===== config.mk =====
export PLATFORM = sky130hd
export DESIGN_NAME = sym_pattern_gen_flat
export DESIGN_NICKNAME = d
export VERILOG_FILES = /design/src/rtl/sym_pkg.sv /design/src/rtl/sym_pattern_gen_if.sv /design/src/rtl/sym_next_comb.sv /design/src/rtl/sym_pattern_gen.sv /design/src/flat_wrapper.sv
export SDC_FILE = /design/constraint.sdc
export NUM_CORES = 1
export LEC_CHECK = 0
export ABC_AREA = 1
export BUFFER_PORTS_ARGS = -buffer_cell sky130_fd_sc_hd__buf_2
export CAP_MARGIN = 40
export CORE_ASPECT_RATIO = 0.9
export CORE_MARGIN = 2
export CORE_UTILIZATION = 35
export CTS_CLUSTER_DIAMETER = 50
export CTS_CLUSTER_SIZE = 12
export DETAILED_ROUTE_END_ITERATION = 8
export MAX_ROUTING_LAYER = met4
export PLACE_DENSITY = 0.66
export RECOVER_POWER = 50
export SLEW_MARGIN = 20
export SYNTH_ARGS = -nofsm -noshare
export SYNTH_HDL_FRONTEND = slang
export SYNTH_SLANG_ARGS = --single-unit

===== constraint.sdc =====
create_clock -name clk -period 2.2 [get_ports clk]
set_input_delay 0.11 -clock clk [delete_from_list [all_inputs] [get_ports clk]]
set_output_delay 0.11 -clock clk [all_outputs]
set_load 0.01 [all_outputs]

===== src/rtl/sym_pkg.sv =====
// +----------------------------------------------------------------------+
// | Module : sym_pkg                                                     |
// | Shared types and helpers for the constant-weight pattern generator.  |
// | Rev    : 1.0                                                         |
// +----------------------------------------------------------------------+
`default_nettype none

package sym_pkg;

    localparam int N_DEFAULT = 9;

    typedef enum logic [1:0] {
        IDLE = 2'd0,
        RUN  = 2'd1,
        DONE = 2'd2
    } state_t;

    function automatic int binom(input int n, input int k);
        int r;
        r = 1;
        if (k < 0 || k > n) return 0;
        for (int i = 0; i < k; i++) r = r * (n - i) / (i + 1);
        return r;
    endfunction

    function automatic logic [5:0] popcount(input logic [31:0] x);
        logic [5:0] c;
        c = '0;
        for (int i = 0; i < 32; i++) c = c + {5'd0, x[i]};
        return c;
    endfunction

endpackage

`default_nettype wire


===== src/rtl/sym_pattern_gen_if.sv =====
// +----------------------------------------------------------------------+
// | Module : sym_pattern_gen_if                                          |
// | Valid/ready pattern stream from the generator to its sink.           |
// | Rev    : 1.0                                                         |
// +----------------------------------------------------------------------+
`default_nettype none

interface sym_pattern_gen_if #(
    parameter int N = sym_pkg::N_DEFAULT
);
    logic         out_valid;
    logic         out_ready;
    logic [N-1:0] out_data;
    logic         out_last;

    modport master (output out_valid, output out_data, output out_last, input out_ready);
    modport slave  (input out_valid, input out_data, input out_last, output out_ready);
endinterface

`default_nettype wire


===== src/rtl/sym_next_comb.sv =====
// +----------------------------------------------------------------------+
// | Module : sym_next_comb                                               |
// | Gosper successor of a constant-weight word, plus last-word detect.   |
// | Rev    : 1.0                                                         |
// +----------------------------------------------------------------------+
`default_nettype none

module sym_next_comb #(
    parameter int N  = 9,
    parameter int KW = 4
) (
    input  wire logic [N-1:0]  x_i,
    input  wire logic [KW-1:0] k_i,
    output logic      [N-1:0]  nxt_o,
    output logic               nxt_last_o
);
    localparam int CW = $clog2(N);

    logic [N-1:0]  w_low;
    logic [N-1:0]  w_ripple;
    logic [N-1:0]  w_ones;
    logic [N-1:0]  w_last_pat;
    logic [CW-1:0] w_ctz;

    always_comb begin
        w_low    = x_i & (~x_i + N'(1));
        w_ripple = x_i + w_low;
        w_ones   = (w_ripple ^ x_i) >> 2;
        // Scanning downward lets the lowest set bit win the encoder.
        w_ctz    = '0;
        for (int i = N - 1; i >= 0; i--) begin
            if (w_low[i]) w_ctz = CW'(i);
        end
        nxt_o = (w_ones >> w_ctz) | w_ripple;
        for (int i = 0; i < N; i++) begin
            w_last_pat[i] = (i >= N - int'(k_i));
        end
        nxt_last_o = (nxt_o == w_last_pat);
    end

endmodule

`default_nettype wire


===== src/rtl/sym_pattern_gen.sv =====
// +----------------------------------------------------------------------+
// | Module : sym_pattern_gen                                             |
// | Streams every N-bit word of weight K in ascending order.             |
// | Option : SYM_PATTERN_CHECK_EN adds a popcount/ordering checker.      |
// | Rev    : 1.0                                                         |
// +----------------------------------------------------------------------+
`default_nettype none

module sym_pattern_gen
    import sym_pkg::*;
#(
    parameter int N     = N_DEFAULT,
    parameter int KW    = 4,
    parameter int CNT_W = 16
) (
    input  wire logic               clk,
    input  wire logic               rst,
    input  wire logic               start,
    input  wire logic [KW-1:0]      k,
    input  wire logic               abort,
    sym_pattern_gen_if.master       out_if,
    output logic                    busy,
    output logic                    done,
    output logic                    err,
    output logic [CNT_W-1:0]        count
);
    state_t           state_q;
    logic [KW-1:0]    k_q;
    logic [N-1:0]     data_q;
    logic             valid_q;
    logic             last_q;
    logic             busy_q;
    logic             done_q;
    logic             err_q;
    logic [CNT_W-1:0] count_q;

    logic [N-1:0]     w_first;
    logic             w_first_last;
    logic [N-1:0]     w_nxt;
    logic             w_nxt_last;
    logic             w_hs;

    sym_next_comb #(.N(N), .KW(KW)) u_next (
        .x_i        (data_q),
        .k_i        (k_q),
        .nxt_o      (w_nxt),
        .nxt_last_o (w_nxt_last)
    );

    always_comb begin
        for (int i = 0; i < N; i++) w_first[i] = (i < int'(k));
        w_first_last = (int'(k) == 0) || (int'(k) == N);
        w_hs         = valid_q && out_if.out_ready;
    end

`ifdef SYM_PATTERN_CHECK_EN
    logic [N-1:0] prev_q;
    logic         have_prev_q;
`endif

    always_ff @(posedge clk or posedge rst) begin
        if (rst) begin
            state_q <= IDLE;
            k_q     <= '0;
            data_q  <= '0;
            valid_q <= 1'b0;
            last_q  <= 1'b0;
            busy_q  <= 1'b0;
            done_q  <= 1'b0;
            err_q   <= 1'b0;
            count_q <= '0;
`ifdef SYM_PATTERN_CHECK_EN
            prev_q      <= '0;
            have_prev_q <= 1'b0;
`endif
        end else begin
            done_q <= 1'b0;
            case (state_q)
                IDLE: begin
                    if (start) begin
                        count_q <= '0;
                        if (int'(k) <= N) begin
                            k_q     <= k;
                            data_q  <= w_first;
                            last_q  <= w_first_last;
                            valid_q <= 1'b1;
                            busy_q  <= 1'b1;
                            err_q   <= 1'b0;
                            state_q <= RUN;
`ifdef SYM_PATTERN_CHECK_EN
                            have_prev_q <= 1'b0;
`endif
                        end else begin
                            err_q   <= 1'b1;
                            done_q  <= 1'b1;
                            state_q <= DONE;
                        end
                    end
                end
                RUN: begin
                    if (w_hs) begin
                        count_q <= count_q + CNT_W'(1);
`ifdef SYM_PATTERN_CHECK_EN
                        prev_q      <= data_q;
                        have_prev_q <= 1'b1;
                        if ((popcount(32'(data_q)) != 6'(k_q)) ||
                            (have_prev_q && (data_q <= prev_q))) begin
                            err_q <= 1'b1;
                        end
`endif
                    end
                    // Abort takes the state even when a handshake lands in the same cycle.
                    if (abort) begin
                        valid_q <= 1'b0;
                        last_q  <= 1'b0;
                        busy_q  <= 1'b0;
                        state_q <= IDLE;
                    end else if (w_hs) begin
                        if (last_q) begin
                            valid_q <= 1'b0;
                            last_q  <= 1'b0;
                            busy_q  <= 1'b0;
                            done_q  <= 1'b1;
                            state_q <= DONE;
                        end else begin
                            data_q <= w_nxt;
                            last_q <= w_nxt_last;
                        end
                    end
                end
                DONE: begin
                    state_q <= IDLE;
                end
                default: begin
                    state_q <= IDLE;
                end
            endcase
        end
    end

    assign out_if.out_valid = valid_q;
    assign out_if.out_data  = data_q;
    assign out_if.out_last  = last_q;
    assign busy             = busy_q;
    assign done             = done_q;
    assign err              = err_q;
    assign count            = count_q;

endmodule

`default_nettype wire


===== src/flat_wrapper.sv =====
// flat-port wrapper written by rule: the top's interface ports become plain ports
module sym_pattern_gen_flat import sym_pkg::*;
#(
    parameter int N     = N_DEFAULT,
    parameter int KW    = 4,
    parameter int CNT_W = 16
)
  (clk, rst, start, k, abort, busy, done, err, count, out_if_out_valid, out_if_out_data, out_if_out_last, out_if_out_ready);
  sym_pattern_gen_if #(.N(N)) out_if_i ();
  input  wire logic clk;
  input  wire logic rst;
  input  wire logic start;
  input  wire logic [KW-1:0] k;
  input  wire logic abort;
  output logic busy;
  output logic done;
  output logic err;
  output logic [CNT_W-1:0] count;
  output wire logic [$bits(out_if_i.out_valid)-1:0] out_if_out_valid;
  output wire logic [$bits(out_if_i.out_data)-1:0] out_if_out_data;
  output wire logic [$bits(out_if_i.out_last)-1:0] out_if_out_last;
  input wire logic [$bits(out_if_i.out_ready)-1:0] out_if_out_ready;
  assign out_if_out_valid = out_if_i.out_valid;
  assign out_if_out_data = out_if_i.out_data;
  assign out_if_out_last = out_if_i.out_last;
  assign out_if_i.out_ready = out_if_out_ready;
  sym_pattern_gen #(.N(N), .KW(KW), .CNT_W(CNT_W)) u_core (.clk(clk), .rst(rst), .start(start), .k(k), .abort(abort), .out_if(out_if_i), .busy(busy), .done(done), .err(err), .count(count));
endmodule

==> Yosys cells after proc, flatten, opt, wreduce, memory -nomap -nowiden <==
Cells that the tools add are included.
{ "word_totals": {"wordCells": 100, "register_bits": 35, "input_bits": 9} }
{ "classes": {"bitwise": 4, "shift": 1, "addsub": 4, "n_mux": 42, "n_reduce_logical": 12, "n_eq_ne": 10, "n_lt_le_gt_ge": 19} }
{ "ops": {"columns": ["cell", "count"], "rows": [
  ["9-bit two-way mux", 5],
  ["4-bit two-way mux", 9],
  ["16-bit two-way mux", 2],
  ["16-bit case mux with 2 select lines", 1],
  ["4-bit by 5-bit >= comparator with 1-bit output, first input constant", 4],
  ["9-bit case mux with 2 select lines", 1],
  ["16-bit by 1-bit adder with 16-bit output, second input constant", 1],
  ["3-bit by 4-bit < comparator with 1-bit output, first input constant", 4],
  ["1-bit two-way mux", 15],
  ["3-bit by 5-bit >= comparator with 1-bit output, first input constant", 2],
  ["2-bit two-way mux", 5],
  ["9-bit by 1-bit adder with 9-bit output, second input constant", 1],
  ["9-bit adder", 1],
  ["9-bit AND", 1],
  ["9-bit == test", 1],
  ["9-bit inverter", 1],
  ["9-bit bitwise OR", 1],
  ["3-bit AND reduction", 3],
  ["7-bit by 4-bit right shift with 9-bit output", 1],
  ["9-bit bitwise XOR", 1],
  ["1-bit by 4-bit < comparator with 1-bit output, first input constant", 2],
  ["2-bit by 4-bit < comparator with 1-bit output, first input constant", 2],
  ["2-bit inequality test, second input constant", 3],
  ["3-bit by 2-bit inequality test with 1-bit output, second input constant", 2],
  ["other kinds (20)", 23]
]} }

==> Depth between registers and ports, before layout <==
Gate-level depths: netlist (run 1).
{ "depth": {"word_depth": 19, "mapped_depth": 19, "ltp_nobuf": 19} }

==> By module <==
A second synthesis (run 1) with hierarchy kept.
{ "hier_totals": {"cells_unflattened": 479, "area_unflattened_um2": 3208.1} }
{ "modules_own_cells": {"columns": ["mod", "n_inst", "area_per_inst_um2", "cells_per_inst", "seq_area_each_um2"], "rows": [
  ["sym_pattern_gen", 1, 2009.4, 255, 875.8],
  ["sym_next_comb", 1, 1198.6, 224, 0.0]
]} }

==> Least setup slack after synthesis (run 1) <==
No wires, ideal clock.
{ "synth_path": {"path_type": "register to register", "start": "register u_core.k_q[1]", "end": "register u_core.last_q (netlist: u_core.out_if.out_last)", "required_time_ns": 2.127, "period_less_slack_ns": 2.303, "path_buffers": 0, "setup_ns": 0.073, "t_arrival_ns": 2.230, "path_stages_with_launch": 16, "slack_ns": -0.103, "cell_sequence": "dfrtp_1 inv_1 ha_1 xnor2_1 nand2_1 nor2_2 ha_1 inv_1 nand2_1 nand3b_1 nand3_1 nand2_1 nand3_1 nor2_1 nand2_1 a21oi_2"} }
{ "synth_between": {"elab_chain_len": 7, "elab_cells_between_ends": 15, "classes_between": "add/sub (1); order compare (9); eq/ne (1); mux (4)"} }
{ "synth_lines": {"columns": ["item", "line_no", "source"], "rows": [
  ["start: declaration", "sym_pattern_gen.sv:28", "logic [KW-1:0] k_q;"],
  ["start signal: assignment", "sym_pattern_gen.sv:83", "k_q <= k;"],
  ["4-bit by 4-bit subtractor with 5-bit output (*)", "sym_next_comb.sv:36", "w_last_pat[i] = (i >= N - int'(k_i));"],
  ["1-bit by 5-bit >= comparator with 1-bit output (tied with other cells)", "sym_next_comb.sv:36", null],
  ["9-bit == test (*)", "sym_next_comb.sv:38", "nxt_last_o = (nxt_o == w_last_pat);"],
  ["1-bit two-way mux (*)", "sym_pattern_gen.sv:119", "if (last_q) begin"],
  ["1-bit two-way mux (*)", "sym_pattern_gen.sv:118", "end else if (w_hs) begin"],
  ["1-bit two-way mux (*)", "sym_pattern_gen.sv:113", "if (abort) begin"],
  ["1-bit case mux with 2 select lines (*)", "sym_pattern_gen.sv:78", "case (state_q)"],
  ["end signal: assignment", "sym_pattern_gen.sv:85", "last_q <= w_first_last;"],
  ["end signal: assignment", "sym_pattern_gen.sv:127", "last_q <= w_nxt_last;"],
  ["end: declaration", "sym_pattern_gen.sv:31", "logic last_q;"]
]} }
Mark *: on every way between the ends. The rest lies on a longest branch, timed or not. The select of a mux whose other input is x is not followed.
A chain may end at the register's enable or synchronous reset.

==> Final worst setup path (run 1) <==
Ends and elaborated chain as after synthesis.

==> results.json, run 1 <==
{
  "drt-total-wl_mm": 7.59,
  "crit_required_ns": 2.42,
  "sw_frac_of_total_pct": 51.4,
  "p_clk_share_pct": 10.7,
  "rsz0062_at_grt": "true",
  "period_needed_ns": 2.11,
  "nNetsFinal": 513,
  "numPortBuffers": 38,
  "fmax_mhz": 474,
  "worst_pin_slew_ns": 0.888,
  "grt_pass1_wl_mm": 12.4,
  "finalHoldViolCount": 0,
  "skew_ns": 0.00586,
  "cp_num_buf_inv": 2,
  "slowest_stage": "dfrtp_2",
  "synth_fa_ha_area_share_pct": 3.58,
  "p_sw_uw": 2780,
  "drc": 0,
  "synth_simple_gate_area_share_pct": 41.9,
  "finalMaxSlewViolations": 0,
  "rows": 30,
  "ir_worst_vdd_mv": 0.703,
  "p_leak_uw": 0.00176,
  "synth_edf_count": 0,
  "vias": 3003,
  "hpwlAfterDp_mm": 5.78,
  "n_antenna_cell": 0,
  "cp-end-kind": "register",
  "synth_top_area_share_pct": 31.3,
  "gp_congestion": 0.939,
  "synthesis.nets": 444,
  "fillCellCount": 799,
  "die_h_um": 88.8,
  "htree_levels": 2,
  "drive_above_1_share_pct": 24.0,
  "pwr-share-comb_pct": 69.6,
  "start_util_pct": 36.5,
  "synth-main-ff-cell": "dfrtp_1",
  "syn_area_per_cell_sq_um": 6.54,
  "dieArea_sq_um": 8710,
  "yosysMostFrequentCell": "nand2_1",
  "ff_latch_area_sq_um": 880,
  "critical_path_class": "reg -> reg",
  "syn_to_final_growth_pct": 25.4,
  "ioPinCount": 39,
  "yosysUniqueCellTypes": 39,
  "async_flop_share_pct": 100,
  "dr.pass1.iters": 4,
  "holdCritPathClass": "in -> reg",
  "clk_latency_ns": 0.29,
  "dp.cells": 575,
  "grt_usage_pct": 18.0,
  "die_w_um": 98.2,
  "instances_no_fill": 592,
  "power.internal_uw": 2630,
  "p_per_area_nw_per_um2": 1540,
  "synth.area.top_cells": "dfrtp_1 (31%), nand2_1 (15%), inv_1 (6.9%), nor2_1 (6.7%), nand3_1 (5.4%)",
  "multi_input_area_sq_um": 1770,
  "drt_iter0_drc": 272,
  "path_cells": "buf_4 > o21ai_2 > inv_1 > or2_2 > nor2_1 > nor2_1 > nor2_1 > nand2_1 > nor2_1 > nand3_1 > nor2_1 > nand2_1 > a21oi_2",
  "muxShareOfSynthArea_pct": 0,
  "grt_max_degree": 36,
  "syn_area_sq_um": 2790,
  "slew_headroom_pct": 40.8,
  "p_seq_share_pct": 19.7,
  "hold_slack_ns": 0.134,
  "antenna_found_initial": 0,
  "cts_buffers": 5,
  "arrival_ns": 2.33,
  "drv_cap": 0,
  "start_kind": "register",
  "cts_tree": "yes",
  "yosysWarnings": 0,
  "path_max_fanout": 8,
  "clock-root-buffer": "clkbuf_8",
  "max_stage_delay_ns": 0.42,
  "synth_largest_area_cell": "dfrtp_1",
  "fin_crit_sh_pct": 95.9,
  "crit_path_frequent_cell": "nor2_1",
  "core_area_sq_um": 7660,
  "grt_pass1_vias": 2609,
  "synth_cells": 427,
  "ff2ff_setup_slack_ns": 0.09,
  "ys_seq_area_share_pct": 31.3,
  "outcome": "completed",
  "synth_compound_area_share_pct": 12.1,
  "critical_path.top_delay_family": "simple AND/OR/NAND/NOR gates",
  "clkSinkCount": 35,
  "synthXorXnorAreaFrac_pct": 2.19,
  "route.detailed.wl_per_inst_um": 12.8,
  "cts.clk_slew.worst_paths_ns": 0.07,
  "overflow": 0,
  "drt-vias-per-instance": 5.07,
  "synthTopCellsByCount": "nand2_1 (114), inv_1 (51), nor2_1 (50)",
  "clock_path_buffers": 2,
  "ant_nets": 0,
  "synth_top_family_by_area": "simple AND/OR/NAND/NOR gates",
  "ys_ff_latch": 35,
  "setup-violations-final": 0
}
power by group through the flow:
stage	Clock, uW	Sequential (uW)	Combinational [uW]
4_1_cts	586	1050	3490
5_1_grt	620	1090	4230
2_1_floorplan	0	1110	2410
3_5_place_dp	0	1060	3420
3_3_place_gp	0	1050	3390
6_report	577	1070	3760
path summary, 6_finish.rpt:
| kind | startpoint | end | cells after the start |
|---|---|---|---|
| worst min-delay path | abort | u_core.done | 4 |
| min in group asynchronous | rst | u_core.count[7] | 4 |
| worst min register to register | u_core.err | u_core.err | 2 |
| max in group asynchronous | rst | u_core.k_q[1] | 4 |
| worst max register to register | u_core.k_q[1] | u_core.out_if.out_last | 13 |
| worst max-delay path | u_core.k_q[1] | u_core.out_if.out_last | 13 |
cell type report:
cell class | count | area share, %
Timing Repair Buffer | 67 | 11.2
Clock buffer | 5 | 1.96
Tap cell | 96 | 3.43
Inverter | 60 | 6.64
Sequential cell | 35 | 25.1
Multi-Input combinational cell | 327 | 50.6
Clock inverter | 2 | 1.07
sequential cells by signal, indices dropped and copies added (netlist names):
signal,cells
u_core.k_q,4
u_core.count,16
u_core.out_if.out_valid,1
u_core.done,1
u_core.state_q,2
u_core.out_if.out_last,1
u_core.err,1
u_core.out_if.out_data,9
what timing repair did:
| action | 4_1_cts | 5_1_grt |
|---|---|---|
| endpoints found under the setup margin | 1 | 4 |
| setup buffers | 3 | 6 |
| hold endpoints to repair | 35 | 0 |
| pin swaps | 2 | 7 |
| gates resized for setup | 1 | 29 |
| hold buffers | 1 | 0 |
worst reg2reg max path: cells and delay by family, from the launching register on:
kind                   cells  cell delay (ns)
AND/OR/NAND/NOR            9             1.03
buffers and inverters      2             0.27
flip-flops                 1             0.42
AO/OA/AOI/OAI              2             0.31
metrics by stage:
| stage | total power (uW) | cell area, sq um | setup slack, ns | util, % | TNS, ns |
|---|---|---|---|---|---|
| floorplan | 3510 | 2800 | 0.0400 | - | 0 |
| global placement | 4440 | 3230 | 0.0343 | 42.2 | 0 |
| detailed placement | 4480 | 3230 | -0.0121 | 42.2 | -0.0121 |
| CTS | 5120 | 3370 | 0.0144 | 44.0 | 0 |
| global route | 5940 | 3500 | -0.0777 | 45.8 | -0.0883 |
| finish | 5410 | 3500 | 0.0908 | 45.8 | 0 |
cells by family after synthesis:
logic type               count (synthesis)
buffers and inverters                   65
AO/OA/AOI/OAI                           61
AND/OR/NAND/NOR                        251
adder cells (fa/ha/maj)                  8
XOR/XNOR                                 7
flip-flops                              35
cells in the final DEF (no fill, tap or decap), types with 3 or more instances in the layout:
cell and n:
buf_2 25, clkbuf_8 5, a31oi_1 4, inv_1 49, clkbuf_1 13, nand2_2 16, o21ai_0 24, nand2_1 109
o22ai_1 4, nand4_1 8, nor2_4 5, nor2_1 45, inv_4 3, dfrtp_2 3, inv_2 7, o21ai_1 3
nor2_2 9, ha_1 7, buf_4 27, nand3_2 6, nand3b_1 7, dfrtp_1 32, a21oi_1 18, xor2_1 4
nand3_1 26, nor3_1 10
per-layer routing:
layer  vias to the layer above  track usage, %  part of all wire (%)
met4                         0            5.73                   2.3
met5                         -               -                     0
met2                       106            27.6                    44
met3                        21            2.05                   5.5
met1                      1344            25.2                    48
li1                       1532               -                     -
(Power assumes the default switching activity.)
==> run 2: changes to the inputs <==
--- a/config.mk
+++ b/config.mk
@@ -15,8 +15,9 @@
 export CTS_CLUSTER_SIZE = 12
 export DETAILED_ROUTE_END_ITERATION = 8
 export MAX_ROUTING_LAYER = met4
-export PLACE_DENSITY = 0.66
+export PLACE_DENSITY = 0.64
 export RECOVER_POWER = 50
+export SETUP_SLACK_MARGIN = 0.2
 export SLEW_MARGIN = 20
 export SYNTH_ARGS = -nofsm -noshare
 export SYNTH_HDL_FRONTEND = slang
==> constraint.sdc (replaced) <==
create_clock -name clk -period 2.54 [get_ports clk]
set_input_delay 0.127 -clock clk [delete_from_list [all_inputs] [get_ports clk]]
set_output_delay 0.127 -clock clk [all_outputs]
set_load 0.01 [all_outputs]
==> run 2 against run 1 <==
  * Cell area fell by 3.7%
  * Non-clock buffer count fell by 8
  * Largest cell class unchanged
  * Global-route usage fell by 0.18 points
  * Cell count fell by 1.4%
  * Largest power group unchanged
==> results.json, run 2 (synthesized netlist as in run 1, its figures left out) <==
{
  "nNetsFinal": 505,
  "setup-violations-final": 0,
  "path_max_fanout": 4,
  "fmax_mhz": 465,
  "crit_path_frequent_cell": "nand2_1",
  "arrival_ns": 2.38,
  "clock-root-buffer": "clkbuf_8",
  "drt-total-wl_mm": 7.51,
  "numPortBuffers": 38,
  "finalMaxSlewViolations": 0,
  "hpwlAfterDp_mm": 5.78,
  "dieArea_sq_um": 8710,
  "worst_pin_slew_ns": 1.41,
  "cts_buffers": 5,
  "grt_pass1_wl_mm": 12.1,
  "slew_headroom_pct": 6.00,
  "vias": 2959,
  "period_needed_ns": 2.15,
  "route.detailed.wl_per_inst_um": 12.9,
  "dr.pass1.iters": 4,
  "ff_latch_area_sq_um": 878,
  "fin_crit_sh_pct": 84.7,
  "clk_latency_ns": 0.30,
  "fillCellCount": 812,
  "die_h_um": 88.8,
  "cp-end-kind": "register",
  "max_stage_delay_ns": 0.45,
  "multi_input_area_sq_um": 1740,
  "grt_max_degree": 27,
  "n_antenna_cell": 0,
  "critical_path_class": "reg -> reg",
  "p_leak_uw": 0.00167,
  "clock_path_buffers": 2,
  "hold_slack_ns": 0.169,
  "htree_levels": 2,
  "drt_iter0_drc": 228,
  "fin_total_pwr_uw": 4500,
  "ir_worst_vdd_mv": 0.561,
  "slowest_stage": "dfrtp_2",
  "rsz0062_at_grt": "true",
  "ioPinCount": 39,
  "cts.clk_slew.worst_paths_ns": 0.07,
  "cts_tree": "yes",
  "final_cell_mix": "nand2_1 (111), inv_1 (49), nor2_1 (46)",
  "path_cells": "nor2_4 > buf_4 > nand2_1 > nand2_2 > nand3_1 > nand2_1 > nand2_2 > nand2_1 > nand2_2 > nand2_2 > nand3_1 > nand2_1 > nand2_1 > nand2_1 > nand3_1 > nor2_1 > nand2_1 > a21oi_2",
  "largest_reg_flops": 16,
  "skew_ns": 0.0104,
  "critical_path.top_delay_family": "simple AND/OR/NAND/NOR gates",
  "drt-vias-per-instance": 5.07,
  "start_kind": "register",
  "core_area_sq_um": 7660,
  "crit_required_ns": 2.77,
  "setup_tns_ns": 0,
  "drv_cap": 0,
  "clkSinkCount": 35,
  "overflow": 0,
  "drive_above_1_share_pct": 19.5,
  "mostFrequentLayoutCell": "nand2_1",
  "antenna_found_initial": 0,
  "start_util_pct": 36.5,
  "rows": 30,
  "cp_num_buf_inv": 1,
  "die_w_um": 98.2,
  "holdCritPathClass": "in -> reg",
  "ant_nets": 0,
  "gp_congestion": 0.951,
  "p_per_area_nw_per_um2": 1330,
  "finalHoldViolCount": 0,
  "final_util_pct": 44.1,
  "drc": 0,
  "syn_to_final_growth_pct": 20.7,
  "grt_pass1_vias": 2547,
  "outcome": "completed",
  "grt_usage_pct": 17.9
}
-- run 2: cell types whose count changed in the layout (fill, tap and decap cells not counted), moves of 2 or more --
cell / before / now
buf_2: 25 / 16
nand2_1: 109 / 111
nand3_1: 26 / 28
inv_4: 3 / 0
nand3_2: 6 / 4
buf_4: 27 / 19
nor2_2: 9 / 7
nand2_2: 16 / 14
inv_2: 7 / 10
clkbuf_1: 13 / 23
-- run 2: path summary, 6_finish.rpt --
kind | slack [ns] | startpoint | cells past startpoint | to
max | 0.39 | u_core.out_if.out_data[1] | 18 | u_core.out_if.out_last
min | 0.17 | k[1] | 3 | u_core.k_q[1]
max reg2reg | 0.39 | u_core.out_if.out_data[1] | 18 | u_core.out_if.out_last
min reg2reg | 0.51 | u_core.err | 2 | u_core.err
max in group asynchronous | 0.56 | rst | 4 | u_core.k_q[0]
min in group asynchronous | 0.34 | rst | 3 | u_core.count[6]
-- run 2: repair_timing --
item	in CTS	in global routing
hold endpoints to repair	9	0
setup buffers	0	12
hold buffers	1	0
pin swaps	0	7
endpoints found under the setup margin	1	3
gates resized for setup	2	25
-- run 2: routing by layer --
metal	GRT usage, %	part of all wire, %	vias to the layer above
met3	3.79	6.2	6
li1	-	-	1503
met5	-	0	-
met2	26.4	44	97
met4	5.23	1.0	0
met1	24.8	49	1353
-- run 2: power breakdown --
group	total, uW	leakage [uW]	switching (uW)	internal, uW
sequential	949	0.000446	228	721
combinational	3120	0.00118	1940	1180
clock	425	0.0000470	212	213
total	4500	0.00167	2380	2120
-- run 2: final cells by class --
cell class | instances | area share [%]
Multi-Input combinational cell | 327 | 51.7
Sequential cell | 35 | 26.0
Timing Repair Buffer | 59 | 9.46
Inverter | 60 | 6.68
Tap cell | 96 | 3.56
Clock buffer | 6 | 2.45
Clock inverter | 1 | 0.148
-- run 2: stage by stage --
stage,worst slack (ns),area (sq um),instances
global route,0.146,3370,584
global placement,0.219,3140,564
finish,0.388,3370,584
CTS,0.242,3250,572
floorplan,0.237,2790,427
detailed placement,0.101,3140,564
-- run 2: tightest hold or removal path: stages --
cell     delay, ns
buf_2         0.15
nand2_1       0.06
o21ai_0       0.08
==> run 3: changes to the inputs <==
--- a/config.mk
+++ b/config.mk
@@ -15,7 +15,7 @@
 export CTS_CLUSTER_SIZE = 12
 export DETAILED_ROUTE_END_ITERATION = 8
 export MAX_ROUTING_LAYER = met4
-export PLACE_DENSITY = 0.64
+export PLACE_DENSITY = 0.66
 export RECOVER_POWER = 50
 export SETUP_SLACK_MARGIN = 0.2
 export SLEW_MARGIN = 20
==> constraint.sdc (replaced) <==
create_clock -name clk -period 1.8 [get_ports clk]
set_input_delay 0.09 -clock clk [delete_from_list [all_inputs] [get_ports clk]]
set_output_delay 0.09 -clock clk [all_outputs]
set_load 0.01 [all_outputs]
==> run 3 against run 2 <==
  * The flow now finishes with violations (negative setup slack)
  * Combinational power is 130% higher
  * Setup slack worse by 0.78 ns
  * Cell area is 37% higher
  * Wire length is 31% higher
  * Critical path type unchanged
==> results.json, run 3 (synthesized netlist as in run 1, its figures left out) <==
{
  "drc": 0,
  "stdcell_area_sq_um": 4630,
  "setup-violations-final": 15,
  "fmax_mhz": 457,
  "min_from": "k[0]",
  "overflow": 0,
  "finalMaxSlewViolations": 0,
  "worst_pin_slew_ns": 0.887,
  "period_needed_ns": 2.19,
  "instances_no_fill": 680,
  "syn_to_final_growth_pct": 65.9,
  "final_util_pct": 60.5,
  "die_w_um": 98.2,
  "max_stage_delay_ns": 0.44,
  "fin_ws_ns": -0.390,
  "rsz0062_at_grt": "true",
  "start_kind": "register",
  "clk_latency_ns": 0.29,
  "use_met3_pct": 2.29,
  "p_per_area_nw_per_um2": 1980,
  "rows": 30,
  "core_area_sq_um": 7660,
  "htree_levels": 2,
  "cts_tree": "yes",
  "dr.pass1.iters": 4,
  "vias": 3508,
  "final_cell_mix": "buf_4 (93), nand2_1 (77), inv_1 (41), nand2_2 (41)",
  "die_h_um": 88.8,
  "skew_ns": 0.00724,
  "use_met2_pct": 38.4,
  "cts_buffers": 5,
  "grt_pass1_vias": 3242,
  "busiest_layer": "met2",
  "slew_headroom_pct": 40.9,
  "cts.clk_slew.worst_paths_ns": 0.07,
  "crit_start": "u_core.out_if.out_data[1]",
  "mostFrequentLayoutCell": "buf_4",
  "ioPinCount": 39,
  "ir_worst_vdd_mv": 0.687,
  "nNetsFinal": 600,
  "dp.cells": 635,
  "critical_path_class": "reg -> reg",
  "gp_congestion": 0.976,
  "grt_pass1_wl_mm": 14.8,
  "start_util_pct": 36.5,
  "crit_required_ns": 2.03,
  "grt_max_degree": 36,
  "violations": "negative setup slack",
  "clock_path_buffers": 2,
  "clkSinkCount": 35,
  "setup_tns_ns": -2.84,
  "route.detailed.wl_per_inst_um": 14.5,
  "grt_usage_pct": 21.6,
  "path_max_fanout": 6,
  "ant_nets": 0,
  "n_antenna_cell": 0,
  "drt-vias-per-instance": 5.16,
  "dieArea_sq_um": 8710,
  "drive_above_1_share_pct": 50.5,
  "cp-end-kind": "register",
  "r2r_start": "u_core.out_if.out_data[1]",
  "numPortBuffers": 38,
  "hpwlAfterDp_mm": 6.62,
  "antenna_found_initial": 0,
  "holdCritPathClass": "in -> reg",
  "slowest_stage": "dfrtp_2",
  "path_cells": "nor2_4 > nand4_1 > nand4_4 > nand2_1 > nand4_1 > nand3_1 > nand2_2 > nand2_1 > nand2_1 > nand3_1 > nor2_1 > nand2_2 > a21oi_2",
  "p_leak_uw": 0.00233,
  "largest_reg_flops": 16,
  "drt-total-wl_mm": 9.87,
  "outcome": "complete, but fails checks",
  "fin_total_pwr_uw": 9170,
  "drv_cap": 0,
  "place_area_sq_um": 3800,
  "fin_crit_sh_pct": 122,
  "grt_use_met1_pct": 26.1,
  "crit_path_frequent_cell": "nand2_1",
  "finalHoldViolCount": 0,
  "arrival_ns": 2.42,
  "clock-root-buffer": "clkbuf_8",
  "drt_iter0_drc": 126
}
## run 3: area by class of cell
type | count | area, sq um
Timing Repair Buffer | 154 | 1130
Clock inverter | 1 | 5.00
Tap cell | 96 | 120
Multi-Input combinational cell | 327 | 2170
Inverter | 60 | 238
Sequential cell | 35 | 885
Fill cell | 705 | 3020
Clock buffer | 7 | 86.3
## run 3: what timing repair did
action / CTS / global route
pin swaps: 30 / 45
hold buffers: 1 / 0
endpoints found under the setup margin: 13 / 24
buffers inserted: 17 / 18
cloned: 0 / 1
hold endpoints to repair: 35 / 0
resized for setup: 62 / 78
## run 3: worst paths after layout
path                                             end  slack [ns]  depth (start not counted)
max                           u_core.out_if.out_last       -0.39                         13
min                                    u_core.k_q[0]         0.1                          3
max reg2reg                   u_core.out_if.out_last       -0.39                         13
min reg2reg                               u_core.err        0.54                          2
max in group asynchronous  u_core.out_if.out_data[4]        0.58                          4
min in group asynchronous            u_core.count[4]        0.61                          4
## run 3: per-stage QoR
step	setup WS [ns]	hold slack, ns
2_1_floorplan	-0.208	0.211
3_3_place_gp	-0.310	0.213
3_5_place_dp	-0.367	0.217
4_1_cts	-0.284	0.0947
5_1_grt	-0.569	0.127
6_report	-0.390	0.100
## run 3: report_power, final
group          total [uW]  internal [uW]  switching (uW)
Clock                 603            309             294
Sequential           1320           1030             296
Combinational        7240           3370            3870
Total                9170           4710            4460
## run 3: layer usage
| layer | vias to the layer above | share of wire (%) |
|---|---|---|
| met2 | 102 | 52 |
| li1 | 1715 | - |
| met3 | 20 | 4.1 |
| met4 | 0 | 2.0 |
| met1 | 1671 | 42 |
| met5 | - | 0 |
## run 3: critical path: cells and delay by family, from the launching register on
| family | cells | cell delay [ns] |
|---|---|---|
| compound gates | 1 | 0.12 |
| flops | 1 | 0.44 |
| simple gates | 12 | 1.57 |
